--- src/rtl/uart_tx_seq_pkg.sv ---
`default_nettype none
// ============================================================================
// Module      : uart_tx_seq_pkg
// Description : Shared types and constants for the UART transmit sequencer.
// Revision    : 1.0 - initial release
// ============================================================================
package uart_tx_seq_pkg;

    localparam int unsigned c_default_divisor = 10417;
    localparam int unsigned c_data_width      = 8;
    localparam int unsigned c_idx_w           = $clog2(c_data_width);

    typedef enum logic [2:0] {
        ST_IDLE   = 3'd0,
        ST_START  = 3'd1,
        ST_DATA   = 3'd2,
        ST_PARITY = 3'd3,
        ST_STOP   = 3'd4
    } tx_state_t;

    // Even parity of the byte, flipped for odd parity.
    function automatic logic parity_bit(input logic [c_data_width-1:0] data,
                                        input logic                    odd);
        return (^data) ^ odd;
    endfunction

endpackage
`default_nettype wire

--- src/rtl/uart_tx_seq_if.sv ---
`default_nettype none
// ============================================================================
// Module      : uart_tx_seq_if
// Description : Byte request handshake between a requester and the sequencer.
// Revision    : 1.0 - initial release
// ============================================================================
interface uart_tx_seq_if;
    import uart_tx_seq_pkg::*;

    logic [c_data_width-1:0] tx_data;
    logic                    tx_valid;
    logic                    tx_ready;
    logic                    parity_en;
    logic                    parity_odd;
    logic                    two_stop;

    modport master (
        output tx_data,
        output tx_valid,
        output parity_en,
        output parity_odd,
        output two_stop,
        input  tx_ready
    );

    modport slave (
        input  tx_data,
        input  tx_valid,
        input  parity_en,
        input  parity_odd,
        input  two_stop,
        output tx_ready
    );

endinterface
`default_nettype wire

--- src/rtl/uart_baud_tick.sv ---
`default_nettype none
// ============================================================================
// Module      : uart_baud_tick
// Description : Wrapping baud counter; tick marks the last clock of a bit.
// Revision    : 1.0 - initial release
// ============================================================================
module uart_baud_tick
    import uart_tx_seq_pkg::*;
#(
    parameter int unsigned DIVISOR = c_default_divisor
) (
    input  logic clk,
    input  logic reset,
    input  logic clear,
    input  logic enable,
    output logic tick
);

    localparam int unsigned     c_cnt_w = (DIVISOR > 1) ? $clog2(DIVISOR) : 1;
    localparam logic [c_cnt_w-1:0] c_max = c_cnt_w'(DIVISOR - 1);

    logic [c_cnt_w-1:0] r_count;

    assign tick = enable && (r_count == c_max);

    always_ff @(posedge clk) begin
        if (reset || clear) begin
            r_count <= '0;
        end else if (enable) begin
            r_count <= (r_count == c_max) ? '0 : r_count + c_cnt_w'(1);
        end
    end

endmodule
`default_nettype wire

--- src/rtl/uart_tx_seq.sv ---
`default_nettype none
// ============================================================================
// Module      : uart_tx_seq
// Description : UART transmitter: 8N1/8E1/8O1 with optional second stop bit.
// Revision    : 1.0 - initial release
// ============================================================================
module uart_tx_seq
    import uart_tx_seq_pkg::*;
#(
    parameter int unsigned DIVISOR = c_default_divisor
) (
    input  logic          clk,
    input  logic          reset,
    uart_tx_seq_if.slave  tx_req,
    output logic          tx,
    output logic          busy,
    output logic          tx_done
);

    localparam logic [c_idx_w-1:0] c_last_idx = c_idx_w'(c_data_width - 1);

    tx_state_t               r_state,       w_state_next;
    logic [c_data_width-1:0] r_data,        w_data_next;
    logic [c_idx_w-1:0]      r_bit_idx,     w_idx_next;
    logic                    r_parity_en,   w_pen_next;
    logic                    r_parity_odd,  w_podd_next;
    logic                    r_two_stop,    w_two_next;
    logic                    r_stop_second, w_stop2_next;
    logic                    r_tx,          w_tx_next;
    logic                    r_tx_done,     w_done_next;

    logic w_idle;
    logic w_accept;
    logic w_tick;

    assign w_idle          = (r_state == ST_IDLE);
    assign w_accept        = tx_req.tx_valid && w_idle;
    assign tx_req.tx_ready = w_idle;
    assign busy            = !w_idle;
    assign tx              = r_tx;
    assign tx_done         = r_tx_done;

    uart_baud_tick #(
        .DIVISOR (DIVISOR)
    ) u_baud (
        .clk    (clk),
        .reset  (reset),
        .clear  (w_accept),
        .enable (!w_idle),
        .tick   (w_tick)
    );

    always_comb begin
        w_state_next = r_state;
        w_data_next  = r_data;
        w_idx_next   = r_bit_idx;
        w_pen_next   = r_parity_en;
        w_podd_next  = r_parity_odd;
        w_two_next   = r_two_stop;
        w_stop2_next = r_stop_second;
        w_done_next  = 1'b0;

        unique case (r_state)
            ST_IDLE: begin
                if (w_accept) begin
                    w_state_next = ST_START;
                    w_data_next  = tx_req.tx_data;
                    w_pen_next   = tx_req.parity_en;
                    w_podd_next  = tx_req.parity_odd;
                    w_two_next   = tx_req.two_stop;
                    w_idx_next   = '0;
                    w_stop2_next = 1'b0;
                end
            end
            ST_START: begin
                if (w_tick) w_state_next = ST_DATA;
            end
            ST_DATA: begin
                if (w_tick) begin
                    if (r_bit_idx == c_last_idx) begin
                        w_state_next = r_parity_en ? ST_PARITY : ST_STOP;
                    end else begin
                        w_idx_next = r_bit_idx + c_idx_w'(1);
                    end
                end
            end
            ST_PARITY: begin
                if (w_tick) w_state_next = ST_STOP;
            end
            ST_STOP: begin
                if (w_tick) begin
                    if (r_two_stop && !r_stop_second) begin
                        w_stop2_next = 1'b1;
                    end else begin
                        w_state_next = ST_IDLE;
                        w_done_next  = 1'b1;
                    end
                end
            end
            default: w_state_next = ST_IDLE;
        endcase

        // The line register follows the upcoming state so each bit appears
        // on the clock right after the accept or tick that enters it.
        w_tx_next = 1'b1;
        unique case (w_state_next)
            ST_START:  w_tx_next = 1'b0;
            ST_DATA:   w_tx_next = w_data_next[w_idx_next];
            ST_PARITY: w_tx_next = parity_bit(w_data_next, w_podd_next);
            default:   w_tx_next = 1'b1;
        endcase
    end

    always_ff @(posedge clk) begin
        if (reset) begin
            r_state       <= ST_IDLE;
            r_data        <= '0;
            r_bit_idx     <= '0;
            r_parity_en   <= 1'b0;
            r_parity_odd  <= 1'b0;
            r_two_stop    <= 1'b0;
            r_stop_second <= 1'b0;
            r_tx          <= 1'b1;
            r_tx_done     <= 1'b0;
        end else begin
            r_state       <= w_state_next;
            r_data        <= w_data_next;
            r_bit_idx     <= w_idx_next;
            r_parity_en   <= w_pen_next;
            r_parity_odd  <= w_podd_next;
            r_two_stop    <= w_two_next;
            r_stop_second <= w_stop2_next;
            r_tx          <= w_tx_next;
            r_tx_done     <= w_done_next;
        end
    end

endmodule
`default_nettype wire

--- src/flat_wrapper.sv ---
// flat-port wrapper written by rule: the top's interface ports become plain ports
module uart_tx_seq_flat import uart_tx_seq_pkg::*;
#(
    parameter int unsigned DIVISOR = c_default_divisor
)
  (clk, reset, tx, busy, tx_done, tx_req_tx_data, tx_req_tx_valid, tx_req_parity_en, tx_req_parity_odd, tx_req_two_stop, tx_req_tx_ready);
  uart_tx_seq_if tx_req_i ();
  input  logic clk;
  input  logic reset;
  output logic tx;
  output logic busy;
  output logic tx_done;
  input wire logic [$bits(tx_req_i.tx_data)-1:0] tx_req_tx_data;
  input wire logic [$bits(tx_req_i.tx_valid)-1:0] tx_req_tx_valid;
  input wire logic [$bits(tx_req_i.parity_en)-1:0] tx_req_parity_en;
  input wire logic [$bits(tx_req_i.parity_odd)-1:0] tx_req_parity_odd;
  input wire logic [$bits(tx_req_i.two_stop)-1:0] tx_req_two_stop;
  output wire logic [$bits(tx_req_i.tx_ready)-1:0] tx_req_tx_ready;
  assign tx_req_i.tx_data = tx_req_tx_data;
  assign tx_req_i.tx_valid = tx_req_tx_valid;
  assign tx_req_i.parity_en = tx_req_parity_en;
  assign tx_req_i.parity_odd = tx_req_parity_odd;
  assign tx_req_i.two_stop = tx_req_two_stop;
  assign tx_req_tx_ready = tx_req_i.tx_ready;
  uart_tx_seq #(.DIVISOR(DIVISOR)) u_core (.clk(clk), .reset(reset), .tx_req(tx_req_i), .tx(tx), .busy(busy), .tx_done(tx_done));
endmodule
--- config.mk ---
export PLATFORM = sky130hd
export DESIGN_NAME = uart_tx_seq_flat
export DESIGN_NICKNAME = d
export VERILOG_FILES = /design/src/rtl/uart_tx_seq_pkg.sv /design/src/rtl/uart_tx_seq_if.sv /design/src/rtl/uart_baud_tick.sv /design/src/rtl/uart_tx_seq.sv /design/src/flat_wrapper.sv
export SDC_FILE = /design/constraint.sdc
export NUM_CORES = 1
export LEC_CHECK = 0
export ABC_CLOCK_PERIOD_IN_PS = 3650
export CAP_MARGIN = 20
export CORE_MARGIN = 5
export CORE_UTILIZATION = 35
export DETAILED_ROUTE_END_ITERATION = 8
export PLACE_DENSITY_LB_ADDON = 0.12
export SYNTH_ARGS = -nofsm -noshare
export SYNTH_HDL_FRONTEND = slang
export SYNTH_HIERARCHICAL = 1
export SYNTH_SLANG_ARGS = --single-unit
--- constraint.sdc ---
create_clock -name clk -period 3.65 [get_ports clk]
set_input_delay 0.73 -clock clk [delete_from_list [all_inputs] [get_ports clk]]
set_output_delay 0.73 -clock clk [all_outputs]
set_load 0.01 [all_outputs]
==> impl_metrics.yaml, run 1 <==
status:
  status: "finished, final reports clean"
logic_synthesis:
  avgSynthCellArea_um2: 8.301
  syn_area_mm2: 0.001702
  ys.flop_type: "dfxtp_1"
  ys_seq_area_share_pct: 40.00
  ys_types: 46
  post-synth-top-area-cell: "dfxtp_1"
  synth_top_family_by_area: "simple AND/OR/NAND/NOR gates"
  syn_inst: 205
  synth_edf_count: 0
  synth_xor_xnor_area_share_pct: 10.81
  synthSimpleGateAreaFrac_pct: 25.88
  synth.area.top_cells: "dfxtp_1 (40%), xnor2_1 (9.3%), nand2_1 (6.6%)"
  synth_fa_ha_area_share_pct: 2.206
  ys_ff_latch: 34
  synth_compound_area_share_pct: 12.50
  synth_top_area_share_pct: 40.00
  synth_nets: 222
  async_reset_ff_share_pct: 0
  ys_warn_count: 6
  yosys-mux-area-fraction_pct: 1.912
detailed_routing:
  route.detailed.drc: 0
  finalWirelength_mm: 3.453
  via_per_inst: 4.621
  vias: 1354
  drt_iter0_drc: 75
  met2_length_mm: 1.469
  first_pass_iters: 4
  wl_per_cell_um: 11.78
  wl_met3_um: 156
  drtAntennaViolNets: 0
  dr.max_layer_used: "met4"
  m1WireLength_mm: 1.800
placement:
  gp_congestion: 0.7053
  hpwl_mm: 2.467
  portBuffers: 17
layout:
  antenna_cells: 0
  fin_util_pct: 42.60
  final_common_cell: "dfxtp_1"
  final_nets: 242
  layout_common_cells: "dfxtp_1 (34), nand2_1 (30), nor2_1 (23), xnor2_1 (18), clkdlybuf4s50_1 (17)"
  drive_above_1_share_pct: 8.850
  areaGrowthSynthToFinish_pct: 18.24
setup_path:
  r2r_end: "u_core/tx"
  crit_path_max_fanout: 10
  r2r-start: "u_core/r_state[0]"
  end_kind: "flip-flop"
  r2r_setup_slack_ns: 0.50
  crit_path_start_kind: "flip-flop"
  cp.arrival_ns: 3.33
  crit_type: "reg2reg"
  worstPathRequired_ns: 3.82
  r2r_cells: 10
die:
  io_pins: 18
  die_width_um: 79.73
  die_h_um: 79.73
  rows: 25
  die-area_mm2: 0.006356
  coreArea_mm2: 0.004723
  start_util_pct: 36.03
timing:
  fin_setup_tns_ns: 0
  skew_ns: 0.009364
  min_period_ns: 3.152
  fmax_mhz: 317.2
  setup_violations: 0
  drv_slew: 0
  worstMarginPinSlew_ns: 0.5408
  rsz0062_at_grt: "false"
  relSlewSlack_pct: 63.91
  hold_violations: 0
  post-route-period-util_pct: 86.37
run:
  cap_violations: 0
grt:
  grt_max_degree: 21
  grt_antenna_before_repair: 0
  grt_pass1_wl_mm: 6.044
  grt_pass1_vias: 1343
  gr-usage-all-layers_pct: 12.08
  gr-total-overflow: 0
worst_hold_path:
  worstHoldEndpoint: "u_core/r_parity_odd"
  hold_path.class: "reg2reg"
  min_delay_path_depth: 2
  min_from: "u_core/r_parity_odd"
cts:
  tritoncts: "built"
  cts-root-buf: "clkbuf_8"
  cts_resized: 0
  clock_latency_ns: 0.28
  cts_buffers: 5
  htreeDepth: 2
  postCtsHoldBufs: 0
  clk_pin_slew_ns: 0.07
  cts_sinks: 34
  cts_buffer_depth: 2
  postCtsSetupRepairBufs: 0
pwr:
  p_leak_nw: 0.6883
  p_per_area_mw_per_mm2: 382.0
  peakVddDrop_uv: 136.5
  power_w: 0.0007686
## stage by stage
step / hold WS, ns / setup WS [ns] / instance area (um2) / instances
after global placement: 0.4642 / 0.5316 / 1921 / 285
after CTS: 0.4829 / 0.4828 / 2012 / 293
after detailed placement: 0.4724 / 0.5230 / 1921 / 285
final: 0.4779 / 0.4975 / 2012 / 293
after floorplan: 0.4452 / 0.3388 / 1702 / 205
after global routing: 0.5134 / 0.3188 / 2012 / 293
## layout make-up
cell class                 instances  area [um2]
tap                               67       83.83
timing repair buffer              21       200.2
clock inverter                     1       5.005
multi-input combinational        150       907.1
clock buffer                       7       86.33
sequential                        34       680.7
inverter                          13       48.80
fill                             490        2711
## logic make-up (layout without fill, tap and decap cells)
kind of cell               Yosys count  after routing
AOI/OAI and AO/OA                   35             35
buffers and inverters               21             42
adders and majority gates            3              3
xor gates and xnor gates            21             21
DFF                                 34             34
and+or+nand+nor                     89             89
muxes                                2              2
## worst max-delay path by stage
stage                            startpoint        end  slack (ns)  cells after the start
after detailed placement  u_core/r_state[0]  u_core/tx        0.52                     10
after CTS                 u_core/r_state[0]  u_core/tx        0.48                     10
final                     u_core/r_state[0]  u_core/tx        0.50                     10
after global routing      u_core/r_state[0]  u_core/tx        0.32                     10
after global placement    u_core/r_state[0]  u_core/tx        0.53                     10
after floorplan           u_core/r_state[2]  u_core/tx        0.34                     11
## worst max-delay path, cell delays in order (launching register included)
cell	delay [ns]
dfxtp_1	0.48
nor3_1	0.12
inv_1	0.08
or4b_1	0.45
nor4_2	0.28
nand2_1	0.18
or3_2	0.54
and2_4	0.17
mux4_2	0.26
and2_0	0.16
o32a_1	0.31
## synthesized netlist by cell type (all sizes together) (2+ instances only)
master  instances
dfxtp          34
buf             5
nand4b          2
clkbuf          3
nor2           25
inv            13
or4b            2
o21ai           7
nand3           6
nor4            4
ha              3
nand2          30
a21oi          16
and2            2
or3             2
xor2            3
nand4           4
xnor2          18
nor3            6
## flip-flops by register name (all words and copies together), names as in the netlist
register and cells:
u_core/r_state 3, u_core/r_two_stop 1, u_core/r_bit_idx 3, u_core/r_stop_second 1, u_core/r_parity_en 1, u_core/u_baud/r_count 14
u_core/r_data 8, u_core/tx_done 1, u_core/r_parity_odd 1, u_core/tx 1
## power by group
part / total [W] / switching [W] / leakage (nW) / internal (W)
logic: 0.0000917 / 0.0000436 / 0.364 / 0.0000481
clock network: 0.000284 / 0.000132 / 0.0482 / 0.000152
registers: 0.000393 / 0.0000110 / 0.276 / 0.000382
## metal layers
layer / track usage [%] / vias to the layer above
li1: - / 735
met1: 15.85 / 593
met2: 18.78 / 24
met3: 3.273 / 2
met4: 4.639 / 0
met5: 0 / -
No activity file was read; power rests on OpenSTA's default activity.
==> run 2: changes to the inputs <==
--- a/config.mk
+++ b/config.mk
@@ -5,7 +5,6 @@
 export SDC_FILE = /design/constraint.sdc
 export NUM_CORES = 1
 export LEC_CHECK = 0
-export ABC_CLOCK_PERIOD_IN_PS = 3650
 export CAP_MARGIN = 20
 export CORE_MARGIN = 5
 export CORE_UTILIZATION = 35
@@ -13,5 +12,4 @@
 export PLACE_DENSITY_LB_ADDON = 0.12
 export SYNTH_ARGS = -nofsm -noshare
 export SYNTH_HDL_FRONTEND = slang
-export SYNTH_HIERARCHICAL = 1
 export SYNTH_SLANG_ARGS = --single-unit
==> run 2 against run 1 <==
Compared with the run above:
- worst setup slack improved by 0.54 ns
- first-iteration DRC count increased by 39%
- combinational power decreased by 8.5%
- via count increased by 2.9%
- synthesized cell count unchanged
- wire length increased by 1.6%
- synthesized area about the same
- critical path type is now reg2out
- highest routed layer unchanged
==> impl_metrics.yaml, run 2 <==
grt:
  grt_pass1_vias: 1305
  grt_max_degree: 18
  gr-total-overflow: 0
  grt_antenna_before_repair: 0
  gr-usage-all-layers_pct: 12.65
  grt_pass1_wl_mm: 6.189
die:
  coreArea_mm2: 0.004723
  rows: 25
  die-area_mm2: 0.006352
  die_h_um: 79.70
  start_util_pct: 36.00
  io_pins: 18
  die_width_um: 79.70
logic_synthesis:
  ys_types: 46
  avgSynthCellArea_um2: 8.295
  syn_inst: 205
  ys_warn_count: 0
  synth_edf_count: 0
  synth.area.top_cells: "dfxtp_1 (40%), nand2_1 (7.9%), nor2_1 (6.2%)"
  async_reset_ff_share_pct: 0
  synth_top_area_share_pct: 40.03
  ys_seq_area_share_pct: 40.03
  ys.flop_type: "dfxtp_1"
  syn_area_mm2: 0.001700
  ys_top_cells_by_count: "nand2_1 (36), dfxtp_1 (34), nor2_1 (28)"
  yosysMostFrequentCell: "nand2_1"
  post-synth-top-area-cell: "dfxtp_1"
  ys_ff_latch: 34
  synth_nets: 222
detailed_routing:
  finalWirelength_mm: 3.507
  drt_iter0_drc: 104
  first_pass_iters: 4
  drtAntennaViolNets: 0
  via_per_inst: 4.787
  route.detailed.drc: 0
  vias: 1393
  wl_per_cell_um: 12.05
cts:
  cts_buffers: 5
  cts_buffer_depth: 2
  postCtsHoldBufs: 0
  clock_latency_ns: 0.28
  cts-root-buf: "clkbuf_8"
  postCtsSetupRepairBufs: 0
  htreeDepth: 2
  cts_resized: 0
  tritoncts: "built"
  clk_pin_slew_ns: 0.07
  cts_sinks: 34
timing:
  rsz0062_at_grt: "false"
  min_period_ns: 2.610
  drv_slew: 0
  fin_setup_tns_ns: 0
  fin_ws_ns: 1.040
  relSlewSlack_pct: 62.86
  skew_ns: 0.005195
  hold_violations: 0
  post-route-period-util_pct: 71.51
  worstMarginPinSlew_ns: 0.5571
  fmax_mhz: 383.1
  setup_violations: 0
  hold_slack_ns: 0.4604
setup_path:
  cp_top_family: "buffers and inverters"
  r2r_setup_slack_ns: 1.38
  cp.arrival_ns: 1.88
  end_kind: "output port"
  crit_path_max_fanout: 9
  slowest_delay_ns: 0.52
  path_cells: "nor3_2 -> inv_1 -> clkdlybuf4s50_1"
  worstPathRequired_ns: 2.92
  cp_num_buf_inv: 2
  crit_slowest_cell: "clkdlybuf4s50_1"
  crit_path_start_kind: "flip-flop"
  startpoint: "u_core.r_state[2]"
  crit_type: "reg2out"
  r2r-start: "u_core.u_baud.r_count[0]"
layout:
  antenna_cells: 0
  layout.area.seq_um2: 680.7
  final_common_cell: "nand2_1"
  final_nets: 240
  layout_common_cells: "nand2_1 (36), dfxtp_1 (34), nor2_1 (28), clkdlybuf4s50_1 (17), a21oi_1 (14)"
  largest_reg_flops: 14
  largest-register: "u_core.u_baud.r_count"
  instances_no_fill: 291
  reg_top3: "u_core.u_baud.r_count x14, u_core.r_data x8"
  fill_cells: 500
  areaGrowthSynthToFinish_pct: 19.87
  drive_above_1_share_pct: 7.143
  multi_input_area_um2: 953.4
pwr:
  p_leak_nw: 0.7226
  peakVddDrop_uv: 158.3
  p_per_area_mw_per_mm2: 398.5
worst_hold_path:
  hold_path.class: "reg2reg"
  min_from: "u_core.r_parity_en"
placement:
  dp.cells: 282
  dpl_worst_slack_ns: 0.8850
  hpwl_mm: 2.548
  portBuffers: 17
  gp_congestion: 0.7850
run:
  cap_violations: 0
status:
  status: "finished, final reports clean"
-- run 2: stage by stage --
stage | utilization, % | area (um2) | power (W)
after CTS | 42.99 | 2031 | 0.0008243
after floorplan | - | 1700 | 0.0004485
after detailed placement | 40.69 | 1922 | 0.0004812
final | 43.15 | 2038 | 0.0008122
after global placement | 40.69 | 1922 | 0.0004816
after global routing | 43.15 | 2038 | 0.0008533
-- run 2: final timing paths --
check,endpoint,cells past startpoint
max,busy,3
min,u_core.r_parity_en,2
max reg2reg,u_core.tx,9
min reg2reg,u_core.r_parity_en,2
-- run 2: area by class of cell --
type	instances	area share [%]
clock buffer	5	3.376
clock inverter	3	1.964
inverter	7	1.289
multi-input combinational	156	46.78
sequential	34	33.39
tap	67	4.113
timing repair buffer	19	9.085
-- run 2: worst reg2reg max path, cell delays in order, from the launching register on --
cell and delay, ns:
dfxtp_1 0.38, inv_1 0.09, ha_1 0.20, nand4b_1 0.13, and4b_1 0.26, a41oi_1 0.43, o21ai_0 0.17, a211o_1 0.30
o2111ai_1 0.09, o211a_1 0.17
-- run 2: cells by family after synthesis --
logic type / Yosys count / synth area share [%]
AO/OA/AOI/OAI: 34 / 12.81
adder cells (fa/ha/maj): 3 / 2.208
AND/OR/NAND/NOR: 95 / 28.40
flip-flops: 34 / 40.03
buffers and inverters: 15 / 3.900
multiplexers: 4 / 2.355
XOR/XNOR: 20 / 10.30
-- run 2: metal layers --
metal / vias up / wire length [um] / share of wire (%) / GRT usage, %
met5: - / 0 / 0 / 0
met4: 0 / 54 / 1.5 / 5.155
met3: 5 / 142 / 4.0 / 3.725
met2: 30 / 1388 / 40 / 17.86
met1: 622 / 1921 / 55 / 17.77
li1: 736 / - / - / -
-- run 2: power by group --
group / switching [W] / internal [W] / leakage (nW)
combinational: 0.0000423 / 0.0000417 / 0.388
clock: 0.000138 / 0.000201 / 0.0579
sequential: 0.00000869 / 0.000381 / 0.276
total: 0.000189 / 0.000623 / 0.723
==> run 3: changes to the inputs <==
==> constraint.sdc (replaced) <==
create_clock -name clk -period 2.2 [get_ports clk]
set_input_delay 0.44 -clock clk [delete_from_list [all_inputs] [get_ports clk]]
set_output_delay 0.44 -clock clk [all_outputs]
set_load 0.01 [all_outputs]
==> run 3 against run 2 <==
Compared with the run above:
- power rose by 58%
- core utilization up 2.3 points
- highest routed layer unchanged
- worst hold slack got worse by 0.00073 ns
- largest power group unchanged
- via count increased by 2.7%
- sequential cell count unchanged
==> impl_metrics.yaml, run 3 (synthesized netlist as in run 2, its figures left out) <==
run:
  cap_violations: 0
detailed_routing:
  route.detailed.drc: 0
  vias: 1431
  via_per_inst: 4.786
  drt_iter0_drc: 84
  first_pass_iters: 4
  drtAntennaViolNets: 0
  finalWirelength_mm: 3.663
  wl_per_cell_um: 12.25
placement:
  portBuffers: 17
  dp.cells: 291
  gp_congestion: 0.8150
  hpwl_mm: 2.700
  place_area_mm2: 0.002002
  dpl_worst_slack_ns: 0.1197
layout:
  largest_reg_flops: 14
  areaGrowthSynthToFinish_pct: 26.20
  layout_common_cells: "nand2_1 (36), dfxtp_1 (34), nor2_1 (28), clkdlybuf4s50_1 (17), a21oi_1 (14)"
  instances_no_fill: 299
  antenna_cells: 0
  drive_above_1_share_pct: 12.93
  reg_top3: "u_core.u_baud.r_count x14, u_core.r_data x8"
  largest-register: "u_core.u_baud.r_count"
  final_common_cell: "nand2_1"
  fin_area_mm2: 0.002146
  final_nets: 248
grt:
  top_usage_layer: "met1"
  grt_antenna_before_repair: 0
  use_met2_pct: 17.11
  gr-total-overflow: 0
  grt_pass1_wl_mm: 6.154
  grt_max_degree: 15
  grtUsageMet1_pct: 17.69
  met3_usage_pct: 3.950
  grt_pass1_vias: 1324
  gr-usage-all-layers_pct: 12.46
cts:
  cts_buffer_depth: 2
  tritoncts: "built"
  cts-root-buf: "clkbuf_8"
  cts_sinks: 34
  postCtsHoldBufs: 0
  clk_pin_slew_ns: 0.08
  clock_latency_ns: 0.29
  htreeDepth: 2
  cts_buffers: 5
  postCtsSetupRepairBufs: 0
die:
  start_util_pct: 36.00
  die_h_um: 79.70
  die_width_um: 79.70
  die-area_mm2: 0.006352
  coreArea_mm2: 0.004723
  io_pins: 18
  rows: 25
timing:
  setup_violations: 0
  rsz0062_at_grt: "true"
  post-route-period-util_pct: 95.06
  drv_slew: 0
  skew_ns: 0.01060
  fin_ws_ns: 0.1087
  relSlewSlack_pct: 73.83
  hold_slack_ns: 0.4596
  min_period_ns: 2.091
  fmax_mhz: 478.2
  worstMarginPinSlew_ns: 0.3921
  fin_setup_tns_ns: 0
  hold_violations: 0
setup_path:
  crit_slowest_cell: "and4b_2"
  crit_type: "reg2reg"
  path_cells: "inv_1 -> ha_1 -> nand4b_1 -> and4b_2 -> nand2_1 -> o21a_1 -> nor4b_4 -> nand2b_1 -> o211a_1"
  worstPathRequired_ns: 2.38
  slowest_delay_ns: 0.37
  crit_path_start_kind: "flip-flop"
  crit_path_max_fanout: 4
  end_kind: "flip-flop"
  cp.arrival_ns: 2.27
worst_hold_path:
  hold_path.class: "reg2reg"
status:
  status: "finished, final reports clean"
pwr:
  peakVddDrop_uv: 210.0
  p_leak_nw: 0.7801
  p_per_area_mw_per_mm2: 599.8
==> run 3: critical path, delay by kind of cell (launching register included) <==
kind | cells | cell delay (ns)
AND/OR/NAND/NOR | 5 | 0.94
flip-flops | 1 | 0.34
adder cells (fa/ha/maj) | 1 | 0.15
buffers and inverters | 1 | 0.10
AO/OA/AOI/OAI | 2 | 0.46
==> run 3: path summary, 6_finish.rpt <==
kind | from | endpoint | slack [ns] | depth (start not counted)
worst max-delay path | u_core.u_baud.r_count[0] | u_core.tx | 0.11 | 9
worst min-delay path | u_core.r_parity_en | u_core.r_parity_en | 0.46 | 2
worst max register to register | u_core.u_baud.r_count[0] | u_core.tx | 0.11 | 9
worst min register to register | u_core.r_parity_en | u_core.r_parity_en | 0.46 | 2
==> run 3: cell type report <==
class | instances | area, um2
fill | 487 | 2577
inverter | 7 | 26.28
clock buffer | 6 | 82.58
multi-input combinational | 156 | 1002
clock inverter | 2 | 12.51
timing repair buffer | 27 | 257.7
tap | 67 | 83.83
sequential | 34 | 680.7
==> run 3: metal layers <==
metal | part of all wire [%] | up-vias
met5 | 0 | -
met4 | 1.8 | 0
met3 | 4.1 | 6
met2 | 39 | 21
met1 | 55 | 651
li1 | - | 753
==> run 3: power by group <==
part / internal [W] / total (W) / switching (W) / leakage (nW)
Sequential: 0.000631 / 0.000646 / 0.0000148 / 0.276
Combinational: 0.0000798 / 0.000150 / 0.0000704 / 0.457
Clock: 0.000252 / 0.000491 / 0.000239 / 0.0472
==> run 3: what timing repair did <==
item / CTS / global route
pin swaps: 0 / 1
resized for setup: 1 / 7
endpoints found under the setup margin: 2 / 2
==> run 3: through the flow <==
stage               power [W]  utilization [%]
global route         0.001346            45.43
global placement    0.0008098            42.38
detailed placement  0.0008077            42.38
floorplan           0.0007441                -
finish               0.001287            45.43
CTS                  0.001305            44.53
